## src/rtl/argmin_seq_16bit.sv

```systemverilog
// Sequential arg-min over NUM_GROUPS groups of eight 16-bit distances.
// Uses an external 8-input comparator and keeps a running minimum across groups.
module argmin_seq_16bit #(
    parameter int NUM_GROUPS = 4,
    parameter int IDX_W      = 3 + $clog2(NUM_GROUPS)
) (
    input  logic               clk,
    input  logic               reset_n,
    input  logic               start,
    input  logic               abort,
    input  logic               grp_valid,
    input  logic [127:0]       grp_data,
    output logic               grp_ready,
    output logic [127:0]       cmp_in,
    input  logic [15:0]        cmp_d,
    input  logic [2:0]         cmp_arg,
    output logic               busy,
    output logic               done,
    output logic [15:0]        win_dist,
    output logic [IDX_W-1:0]   win_idx,
    output logic [1:0]         state_dbg
);

    localparam int GW = IDX_W - 3;
    localparam logic [GW-1:0] LAST_GRP = GW'(NUM_GROUPS - 1);

    typedef enum logic [1:0] {
        S_IDLE = 2'd0,
        S_LOAD = 2'd1,
        S_EVAL = 2'd2,
        S_DONE = 2'd3
    } state_t;

    state_t             state_q;
    logic [GW-1:0]      grp_cnt_q;
    logic [15:0]        run_dist_q;
    logic [IDX_W-1:0]   run_idx_q;
    logic [127:0]       cmp_in_q;
    logic [15:0]        win_dist_q;
    logic [IDX_W-1:0]   win_idx_q;
    logic               done_q;
    logic               busy_q;
    logic               grp_ready_q;

    // Running best including the group currently on the comparator.
    // Strict compare keeps the earlier group on ties.
    logic               take_d;
    logic [15:0]        best_dist_d;
    logic [IDX_W-1:0]   best_idx_d;

    always_comb begin
        take_d      = (grp_cnt_q == '0) || (cmp_d < run_dist_q);
        best_dist_d = run_dist_q;
        best_idx_d  = run_idx_q;
        if (take_d) begin
            best_dist_d = cmp_d;
            best_idx_d  = {grp_cnt_q, cmp_arg};
        end
    end

    always_ff @(posedge clk or negedge reset_n) begin
        if (!reset_n) begin
            state_q     <= S_IDLE;
            grp_cnt_q   <= '0;
            run_dist_q  <= '0;
            run_idx_q   <= '0;
            cmp_in_q    <= '0;
            win_dist_q  <= '0;
            win_idx_q   <= '0;
            done_q      <= 1'b0;
            busy_q      <= 1'b0;
            grp_ready_q <= 1'b0;
        end else begin
            done_q <= 1'b0;
            if (abort) begin
                state_q     <= S_IDLE;
                busy_q      <= 1'b0;
                grp_ready_q <= 1'b0;
            end else begin
                case (state_q)
                    S_IDLE: begin
                        if (start) begin
                            state_q     <= S_LOAD;
                            grp_cnt_q   <= '0;
                            run_dist_q  <= '0;
                            run_idx_q   <= '0;
                            busy_q      <= 1'b1;
                            grp_ready_q <= 1'b1;
                        end
                    end
                    S_LOAD: begin
                        if (grp_valid) begin
                            cmp_in_q    <= grp_data;
                            state_q     <= S_EVAL;
                            grp_ready_q <= 1'b0;
                        end
                    end
                    S_EVAL: begin
                        run_dist_q <= best_dist_d;
                        run_idx_q  <= best_idx_d;
                        if (grp_cnt_q == LAST_GRP) begin
                            state_q    <= S_DONE;
                            done_q     <= 1'b1;
                            win_dist_q <= best_dist_d;
                            win_idx_q  <= best_idx_d;
                        end else begin
                            grp_cnt_q   <= grp_cnt_q + 1'b1;
                            state_q     <= S_LOAD;
                            grp_ready_q <= 1'b1;
                        end
                    end
                    S_DONE: begin
                        state_q <= S_IDLE;
                        busy_q  <= 1'b0;
                    end
                    default: begin
                        state_q     <= S_IDLE;
                        busy_q      <= 1'b0;
                        grp_ready_q <= 1'b0;
                    end
                endcase
            end
        end
    end

    assign grp_ready = grp_ready_q;
    assign cmp_in    = cmp_in_q;
    assign busy      = busy_q;
    assign done      = done_q;
    assign win_dist  = win_dist_q;
    assign win_idx   = win_idx_q;
    assign state_dbg = state_q;

endmodule

```

## config.mk

```make
export PLATFORM = sky130hd
export DESIGN_NAME = argmin_seq_16bit
export DESIGN_NICKNAME = d
export VERILOG_FILES = /design/src/rtl/argmin_seq_16bit.sv
export SDC_FILE = /design/constraint.sdc
export NUM_CORES = 1
export LEC_CHECK = 0
export BUFFER_PORTS_ARGS = -buffer_cell sky130_fd_sc_hd__buf_2
export CAP_MARGIN = 20
export CORE_MARGIN = 2
export CORE_UTILIZATION = 50
export CTS_BUF_LIST = sky130_fd_sc_hd__clkbuf_8
export CTS_CLUSTER_DIAMETER = 60
export DETAILED_ROUTE_END_ITERATION = 12
export MAX_ROUTING_LAYER = met4
export PLACE_DENSITY = 0.93
export SYNTH_ARGS = -nofsm -noshare
export SYNTH_HDL_FRONTEND = slang
export SYNTH_SLANG_ARGS = --single-unit
export TNS_END_PERCENT = 1
```

## constraint.sdc

```tcl
create_clock -name clk -period 2.74 [get_ports clk]
set_clock_uncertainty 0.1 [all_clocks]
set_input_delay 0.685 -clock clk [delete_from_list [all_inputs] [get_ports clk]]
set_output_delay 0.685 -clock clk [all_outputs]
set_load 0.1 [all_outputs]
```

==> results by group, run 1 <==
Synth
  • Syn nets: 703
  • Average size of a mapped cell: about 14 µm²
  • Register area share after synthesis: approximately three fifths
  • Yosys reg bits: 177
  • Post-synthesis cell count: 534
  • Synth top area cells: dfrtp_1 (60%), mux2_2 (20%), ha_1 (2.9%)
  • Async S/R FF share, synth: 100%
  • Synthesized area: ~7300 µm²
  • Synth cell types: 39
  • Share of the synthesized area in the top cell type: 60.5%
  • EDFF count, synth: 0
  • Commonest cells in the netlist: dfrtp_1 (177), mux2_2 (128), nor2_1 (27)
  • Main synth FF type: dfrtp_1
  • Area leader, netlist: dfrtp_1
  • Most common cell in the netlist: dfrtp_1
  • YS warnings: 0

Clock tree
  • CTS tree: yes
  • Clock Pin Slew Worst Setup and Hold Paths: around 0.090 ns
  • Clk_lat worst skew: 0.44 ns
  • Root Buffer: clkbuf_8
  • Sinks on Clock Net: around 180
  • Post-CTS resize count: 0
  • CTS Buf Count: 17
  • Largest buffer count on any clock path: 2
  • Setup Fix Bufs, Post-CTS: 0
  • H-Tree Depth: 4

STA
  • Setup TNS: 0 ns
  • Hold WS: 0.362 ns
  • Final Hold Vio Count: 0
  • Fin crit period: 2.36 ns
  • Worst-Margin Slew: 0.689 ns
  • Fmax: 423 MHz
  • Setup slack after layout: 0.378 ns
  • Worst slew margin: around 54%
  • Unrepaired setup endpoints after global routing: no
  • Setup violators final: 0
  • Fin crit share: 86.2%
  • Max Slew Vio Count: 0

Routing
  • Antenna-violating nets left: 0
  • Drt first pass iters: 5
  • Drt wl/cell: 17.3 µm
  • Vias post-DR: 5620
  • Total Wirelength: 17.9 mm
  • Initial drt markers: 263
  • Via/cell ratio: ~5.4
  • DR DRC count: 0

Final layout
  • Layout area overhead: 31.0%
  • Filler cell count: roughly 1000
  • Final Util: about two thirds
  • Final nets: about 1000
  • Layout cell share with drive strength beyond 1: 57.7%

Floorplanning
  • Core Area: 14400 µm²
  • Cell Rows: 44
  • Io pins: 306
  • Die X: between 100 and 150 µm
  • Die footprint: 15600 µm²
  • Die height: 125 µm
  • Initial Util: around half

Hold path
  • Worst hold stages: 2
  • Worst min path class: input port to register
  • HP Start: grp_data[89]
  • WHS Endpoint: cmp_in[89]$_DFFE_PN0P_

Critical path
  • Critical path's top delay family: compound AO/OA/AOI/OAI gates
  • Cell mode on critical path: inv_1
  • CP required: 2.97 ns
  • FF-to-FF path depth: 5
  • Nature of the critical path startpoint: register
  • Slowest-stage cell, CP: ha_1
  • Reg2Reg Setup Slack: 0.38 ns
  • Levels on crit path: 5
  • Reg-to-Reg End: run_idx_q[2]$_DFFE_PN0P_
  • CP peak stage delay: 0.60 ns
  • R2R Path Start: grp_cnt_q[0]$_DFFE_PN0P_
  • Crit path buf inv count: 2
  • Critical path type: register to register
  • Crit end category: register
  • Critical-path cell list: inv_1 > ha_1 > inv_1 > a31o_4 > a32o_1
  • CP Max Fanout: 21
  • CP arrival: 2.60 ns

Place
  • Buffers on Ports: 305
  • Gpl congestion: between 0.8 and 0.9
  • Post-place setup slack: 0.0559 ns
  • Detailed Place HPWL: 13.4 mm

Global routing
  • Antenna violations before repair: 1
  • Total GRT Usage: between 20% and 30%
  • First-pass GRT wire length: 28.8 mm
  • GRT overflow: 0
  • Via count of the first global-routing pass: 5778
  • Largest net degree at the start of global routing: 81

Pwr
  • Peak VDD IR: 825 µV
  • Pwr dens: approximately 1200 nW/µm²
  • Leakage power: 4.68 nW
  • Tot Pwr: 11.3 mW

Flow run
  • Number of max-cap violations: 0

Run status
  • Outcome: complete, no violations
-- cell usage in the layout (no fill, tap or decap), types with 2 or more instances in the layout --
cell	count
buf_2	304
dfrtp_1	177
mux2_2	128
nor2_1	27
o21ai_0	25
nand3_1	21
a32o_1	21
a31oi_1	19
inv_1	18
ha_1	17
clkbuf_8	17
a21oi_1	13
buf_4	13
nand2_1	9
bufinv_16	6
buf_12	5
clkinvlp_4	3
inv_6	3
nand4_1	2
o22a_1	2
-- cell families (layout without fill, tap and decap cells) --
kind of cell | Yosys count | count (layout) | synth area share [%]
adder cells (fa/ha/maj) | 17 | 17 | 2.90
AND/OR/NAND/NOR | 68 | 68 | 4.31
other | 0 | 1 | 0
multiplexers | 128 | 128 | 19.7
flip-flops | 177 | 177 | 60.5
AO/OA/AOI/OAI | 91 | 91 | 9.24
buffers and inverters | 53 | 373 | 3.37
-- stage by stage --
| step | cell area, µm² | cells |
|---|---|---|
| 4_1_cts | 9590 | 1038 |
| 5_1_grt | 9590 | 1039 |
| 2_1_floorplan | 7320 | 534 |
| 3_3_place_gp | 9110 | 1007 |
| 6_report | 9590 | 1039 |
| 3_5_place_dp | 9110 | 1007 |
-- per-layer routing --
metal	share of wire, %	wire length, µm	up-vias	track usage, %
li1	-	-	2546	-
met5	0	0	-	-
met3	7.3	1310	42	4.92
met4	2.8	507	0	11.0
met2	51	9100	290	39.1
met1	39	7010	2742	28.5
-- worst max path at each step --
stage                             start                         end
2_1_floorplan                 cmp_d[14]  run_dist_q[10]$_DFFE_PN0P_
4_1_cts        grp_cnt_q[0]$_DFFE_PN0P_    run_idx_q[2]$_DFFE_PN0P_
3_3_place_gp                  cmp_d[14]   run_dist_q[2]$_DFFE_PN0P_
6_report       grp_cnt_q[0]$_DFFE_PN0P_    run_idx_q[2]$_DFFE_PN0P_
5_1_grt        grp_cnt_q[0]$_DFFE_PN0P_    run_idx_q[2]$_DFFE_PN0P_
3_5_place_dp                  cmp_d[14]    run_idx_q[2]$_DFFE_PN0P_
-- registers in the layout, summed over array words and instances (netlist names), 2 cells and up --
register and count:
win_dist 16, state_dbg 2, cmp_in 128, run_idx_q 5, grp_cnt_q 2, run_dist_q 16, win_idx 5
-- final cells by class --
| cell class | instances | area, µm² | area share (%) |
|---|---|---|---|
| flip-flops and latches | 177 | 4430 | 46.2 |
| multi-input cells | 304 | 2650 | 27.6 |
| repair buffers | 324 | 1740 | 18.1 |
| clock buffers | 17 | 234 | 2.44 |
| clock inverters | 13 | 234 | 2.44 |
| well taps | 184 | 230 | 2.40 |
| inverters | 19 | 71.3 | 0.743 |
| diodes | 1 | 2.50 | 0.0261 |
-- power breakdown --
part,internal (mW),switching (mW),leakage (nW)
Combinational,0.943,4.79,2.24
Clock,1.17,0.931,0.225
Sequential,3.18,0.299,2.21
Total,5.29,6.02,4.68
-- repair_timing --
item	CTS	global route
hold buffers	1	0
endpoints found under the setup margin	0	0
endpoints found under the hold margin	18	0
No activity file was read; power rests on OpenSTA's default activity.
==> run 2: changes to the inputs <==
--- a/config.mk
+++ b/config.mk
@@ -7,6 +7,7 @@
 export LEC_CHECK = 0
 export BUFFER_PORTS_ARGS = -buffer_cell sky130_fd_sc_hd__buf_2
 export CAP_MARGIN = 20
+export CORE_ASPECT_RATIO = 1.5
 export CORE_MARGIN = 2
 export CORE_UTILIZATION = 50
 export CTS_BUF_LIST = sky130_fd_sc_hd__clkbuf_8
==> run 2 against run 1 <==
Maximum frequency is essentially flat. Critical path type unchanged. Sequential share of layout area up 0.30 points. Flip-flop and latch count did not move. Worst hold slack worse by 0.32 ns. Cell area fell by 0.64%.
==> results by group, run 2 (same netlist as run 1, synthesis figures left out) <==
Run status
  • Outcome: complete, no violations

STA
  • Fin crit share: 86.1%
  • Setup violators final: 0
  • Max Slew Vio Count: 0
  • Hold WS: 0.0471 ns
  • Worst slew margin: 55.9%
  • Final Hold Vio Count: 0
  • Setup TNS: 0 ns
  • Worst-Margin Slew: around 0.66 ns
  • Fmax: ~420 MHz
  • Fin crit period: 2.36 ns
  • Unrepaired setup endpoints after global routing: no

Clock tree
  • Clk_lat worst skew: 0.45 ns
  • Clock Pin Slew Worst Setup and Hold Paths: 0.11 ns
  • Cts hold-fix bufs: 0
  • H-Tree Depth: 4
  • CTS tree: yes
  • Largest buffer count on any clock path: 2
  • Setup Fix Bufs, Post-CTS: 0
  • Root Buffer: clkbuf_8
  • Sinks on Clock Net: 177
  • CTS Buf Count: 17
  • Post-CTS resize count: 0

Global routing
  • GRT overflow: 0
  • Total GRT Usage: 25.1%
  • Antenna violations before repair: 2
  • First-pass GRT wire length: 29.6 mm
  • Largest net degree at the start of global routing: between 50 and 60
  • Via count of the first global-routing pass: 5962

Routing
  • Total Wirelength: 18.7 mm
  • DR DRC count: 0
  • Antenna-violating nets left: 0
  • Drt first pass iters: 4
  • Initial drt markers: 228
  • Vias post-DR: 5585
  • Drt wl/cell: 17.8 µm
  • Via/cell ratio: 5.29

Pwr
  • Pwr dens: approximately 1100 nW/µm²
  • Leakage power: 4.66 nW
  • Peak VDD IR: 847 µV

Place
  • Gpl congestion: 0.851
  • Detailed Place HPWL: 14.4 mm
  • Buffers on Ports: approximately 310

Flow run
  • Number of max-cap violations: 0

Critical path
  • Slowest-stage cell, CP: dfrtp_1
  • Nature of the critical path startpoint: register
  • CP arrival: 2.60 ns
  • CP peak stage delay: 0.39 ns
  • Crit end category: register
  • Critical-path cell list: inv_1 > ha_1 > a21oi_1 > o21ai_1 > a221oi_4 > o31ai_4 > a31o_4 > a32o_1
  • CP Max Fanout: 21
  • CP required: ~3.0 ns
  • Critical path type: register to register

Floorplanning
  • Die footprint: 15600 µm²
  • Core Area: 14500 µm²
  • Initial Util: 50.6%
  • Cell Rows: 54
  • Die X: 103 µm
  • Io pins: about 310
  • Die height: roughly 150 µm

Final layout
  • Layout cell share with drive strength beyond 1: between 50 and 60%
  • Number of flip-flops under the largest register name: 128
  • Most frequent cells in the layout: buf_2 (304), dfrtp_1 (177), mux2_2 (128), nor2_1 (27), o21ai_0 (25)
  • Leading cell type in the layout, fill and taps excluded: buf_2
  • Final Util: 65.9%
  • Layout area overhead: 30.2%
  • Final nets: 1013

Hold path
  • Worst min path class: input port to asynchronous set/reset pin
## run 2: changes by cell type in the layout (fill, tap and decap cells not counted)
cell and delta:
bufinv_16 -6, clkinv_4 +4, clkinv_8 +3, clkinvlp_4 -3, buf_4 +2, inv_8 +2, diode_2 +1, dlygate4sd3_1 -1
inv_1 +1, inv_6 +1
## run 2: stage by stage
| step | cells | worst slack, ns | instance area, µm² | power [mW] |
|---|---|---|---|---|
| floorplan | 534 | 0.256 | 7320 | 8.24 |
| global placement | 1021 | 0.109 | 9140 | 9.19 |
| detailed placement | 1021 | 0.0410 | 9140 | 9.31 |
| CTS | 1053 | 0.403 | 9530 | 11.0 |
| global route | 1055 | 0.289 | 9530 | 11.3 |
| finish | 1055 | 0.380 | 9530 | 10.9 |
## run 2: worst paths after layout
check	start	slack, ns	end	cells past startpoint
min	reset_n	0.05	cmp_in[125]$_DFFE_PN0P_	1
min reg2reg	run_idx_q[2]$_DFFE_PN0P_	0.41	run_idx_q[2]$_DFFE_PN0P_	1
max in group asynchronous	reset_n	1.81	cmp_in[25]$_DFFE_PN0P_	2
max reg2reg	run_dist_q[11]$_DFFE_PN0P_	0.38	run_dist_q[5]$_DFFE_PN0P_	8
min in group clk	grp_data[28]	0.36	cmp_in[28]$_DFFE_PN0P_	2
max	run_dist_q[11]$_DFFE_PN0P_	0.38	run_dist_q[5]$_DFFE_PN0P_	8
## run 2: area by class of cell
cell class	instances	area (µm²)
antenna	2	5.00
clock buffer	17	234
clock inverter	15	150
fill	1084	4930
inverter	19	71.3
multi-input combinational	304	2650
sequential	177	4430
tap	196	245
timing repair buffer	325	1750
## run 2: where the power goes
group | internal, mW | switching (mW)
registers | 3.18 | 0.293
logic | 0.948 | 4.82
clock network | 0.674 | 1.03
## run 2: routing by layer
layer	track usage (%)	routed length [µm]	up-vias
met5	-	0	-
met4	12.4	789	0
met3	5.18	1230	56
met2	42.9	10100	246
met1	27.0	6660	2726
li1	-	-	2557
## run 2: critical path, delay by kind of cell, from the launching register on
| kind | cells | cell delay [ns] |
|---|---|---|
| compound gates | 6 | 1.39 |
| flops | 1 | 0.39 |
| fa+ha+maj | 1 | 0.31 |
| buf+inv | 1 | 0.06 |
==> run 3: changes to the inputs <==
==> config.mk (replaced) <==
export PLATFORM = sky130hd
export DESIGN_NAME = argmin_seq_16bit
export DESIGN_NICKNAME = d
export VERILOG_FILES = /design/src/rtl/argmin_seq_16bit.sv
export SDC_FILE = /design/constraint.sdc
export NUM_CORES = 1
export LEC_CHECK = 0
export ABC_AREA = 1
export BUFFER_PORTS_ARGS = -buffer_cell sky130_fd_sc_hd__buf_2
export CAP_MARGIN = 20
export CELL_PAD_IN_SITES_DETAIL_PLACEMENT = 1
export CELL_PAD_IN_SITES_GLOBAL_PLACEMENT = 2
export CORE_ASPECT_RATIO = 1.5
export CORE_MARGIN = 2
export CORE_UTILIZATION = 32
export CTS_BUF_LIST = sky130_fd_sc_hd__clkbuf_8
export CTS_CLUSTER_DIAMETER = 60
export DETAILED_ROUTE_END_ITERATION = 12
export MAX_ROUTING_LAYER = met4
export PLACE_DENSITY = 0.92
export SYNTH_ARGS = -nofsm -noshare
export SYNTH_HDL_FRONTEND = slang
export SYNTH_SLANG_ARGS = --single-unit
export TNS_END_PERCENT = 50
==> run 3 against run 2 <==
Flip-flop and latch count unchanged. Critical path depth down 7. Via count up 5.8%. Core utilization down 24 points. Routed wire length up 23%. First-iteration DRC count down 12%. Die area up 69%.
==> results by group, run 3 <==
Routing
  • Antenna-violating nets left: 0
  • DR DRC count: 0
  • Drt wl/cell: 17.8 µm
  • Vias post-DR: roughly 6000
  • Drt first pass iters: 4
  • Via/cell ratio: 4.59
  • Initial drt markers: 200
  • Total Wirelength: 23.0 mm

Synth
  • Post-synthesis cell count: 630
  • Synth cell types: 20
  • EDFF count, synth: 0
  • Yosys reg bits: 177
  • Area leader, netlist: dfrtp_1
  • Register area share after synthesis: 55.1%
  • Most common cell in the netlist: dfrtp_1
  • Syn nets: 799
  • Synth top area cells: dfrtp_1 (55%), mux2_4 (22%), nand2_1 (6.2%)
  • Async S/R FF share, synth: 100%
  • Average size of a mapped cell: 12.8 µm²
  • YS warnings: 0
  • Synthesized area: slightly above 8000 µm²
  • Main synth FF type: dfrtp_1
  • Share of the synthesized area in the top cell type: roughly 55%
  • Commonest cells in the netlist: dfrtp_1 (177), nand2_1 (132), mux2_4 (120)

Place
  • Gpl congestion: 0.789
  • Placed Area: 9860 µm²
  • Post-place setup slack: just over 0.3 ns
  • Buffers on Ports: 305
  • Detailed Place HPWL: between 15 and 20 mm

Final layout
  • Register Area: between 4000 and 5000 µm²
  • Final Util: about 42%
  • Area of the multi-input gates: 3100 µm²
  • Leading cell type in the layout, fill and taps excluded: buf_2
  • Layout cell share with drive strength beyond 1: about half
  • Layout area overhead: 28.6%
  • Number of flip-flops under the largest register name: 128
  • Filler cell count: 2808
  • Final nets: 1114
  • Final Cell Area: about 10000 µm²
  • Most frequent cells in the layout: buf_2 (304), dfrtp_1 (177), nand2_1 (132), mux2_4 (120), nand3_1 (66)

Critical path
  • Crit end category: primary output
  • R2R Path Start: run_dist_q[15]$_DFFE_PN0P_
  • Critical path endpoint: state_dbg[1]
  • Critical path type: register to primary output
  • Levels on crit path: 1
  • Reg-to-Reg End: win_dist[4]$_DFFE_PN0P_
  • CP Max Fanout: 5
  • CP arrival: 1.49 ns
  • Worst Setup SP: state_dbg[1]$_DFFE_PN0P_
  • FF-to-FF path depth: 13
  • Reg2Reg Setup Slack: 0.72 ns
  • CP peak stage delay: 0.52 ns
  • Critical-path cell list: buf_2
  • Critical path's top delay family: buffers and inverters
  • Nature of the critical path startpoint: register
  • CP required: ~2.0 ns
  • Crit path buf inv count: 1
  • Slowest-stage cell, CP: buf_2

Floorplanning
  • Initial Util: 32.3%
  • Cell Rows: 71
  • Core Area: between 20000 and 25000 µm²
  • Die X: around 130 µm
  • Die height: 198 µm
  • Die footprint: 26400 µm²
  • Io pins: 306

STA
  • Fin crit period: 2.27 ns
  • Worst-Margin Slew: 0.574 ns
  • Fmax: about 440 MHz
  • Unrepaired setup endpoints after global routing: no
  • Worst slew margin: 62.0%
  • Fin crit share: 83.0%
  • Setup slack after layout: between 0.4 and 0.5 ns
  • Setup violators final: 0
  • Setup TNS: 0 ns
  • Max Slew Vio Count: 0
  • Final Hold Vio Count: 0

Global routing
  • Antenna violations before repair: 1
  • First-pass GRT wire length: around 36 mm
  • Largest net degree at the start of global routing: about 50
  • GRT overflow: 0
  • Via count of the first global-routing pass: 6572
  • Total GRT Usage: around 18%

Clock tree
  • Sinks on Clock Net: 177
  • Setup Fix Bufs, Post-CTS: 0
  • Largest buffer count on any clock path: 2
  • CTS tree: yes
  • H-Tree Depth: 4
  • Cts hold-fix bufs: 0
  • CTS Buf Count: 17
  • Post-CTS resize count: 0
  • Clock Pin Slew Worst Setup and Hold Paths: 0.10 ns
  • Root Buffer: clkbuf_8
  • Clk_lat worst skew: 0.49 ns

Hold path
  • Worst min path class: input port to asynchronous set/reset pin

Flow run
  • Number of max-cap violations: 0

Run status
  • Outcome: complete, no violations
run 3: metal layers:
layer / global-route usage (%) / vias to the layer above / share of wire [%]
met5: - / - / 0
met4: 7.53 / 0 / 2.8
met3: 5.09 / 39 / 6.3
met2: 32.5 / 215 / 54
met1: 18.9 / 2959 / 37
li1: - / 2694 / -
run 3: area by class of cell:
class	instances	share of cell area, %
Inverter	54	1.96
Sequential cell	177	42.8
Timing Repair Buffer	324	16.7
Clock buffer	17	2.26
Tap cell	328	3.97
Multi-Input combinational cell	371	29.9
Clock inverter	15	2.37
Antenna cell	1	0.0242
run 3: worst min path at each step:
stage                             start  depth (start not counted)                       end
5_1_grt                         reset_n                          1    cmp_in[94]$_DFFE_PN0P_
3_5_place_dp     win_idx[3]$_DFFE_PN0P_                          2    win_idx[3]$_DFFE_PN0P_
3_3_place_gp   win_dist[10]$_DFFE_PN0P_                          2  win_dist[10]$_DFFE_PN0P_
2_1_floorplan                   reset_n                          0          busy$_DFFE_PN0P_
6_report                        reset_n                          1    cmp_in[94]$_DFFE_PN0P_
4_1_cts                         reset_n                          1   cmp_in[115]$_DFFE_PN0P_
run 3: cell families (layout without fill, tap and decap cells):
| kind of cell | after synthesis | count (layout) | share of synthesized area, % |
|---|---|---|---|
| buf+inv | 82 | 410 | 6.60 |
| fa+ha+maj | 17 | 17 | 2.64 |
| flops | 177 | 177 | 55.1 |
| other cells | 0 | 1 | 0 |
| mux | 128 | 128 | 23.5 |
| compound gates | 15 | 15 | 0.949 |
| simple gates | 211 | 211 | 11.2 |
run 3: stage by stage:
stage	hold slack (ns)	cells
final	0.0299	1287
after global routing	0.0205	1287
after CTS	0.0133	1286
after detailed placement	0.363	1254
after global placement	0.361	1254
after floorplan	0.289	630
Power of run 3 is left out: the tool's default activity adds up to more than one toggle a clock period on the data nets, which glitch-free logic cannot reach.
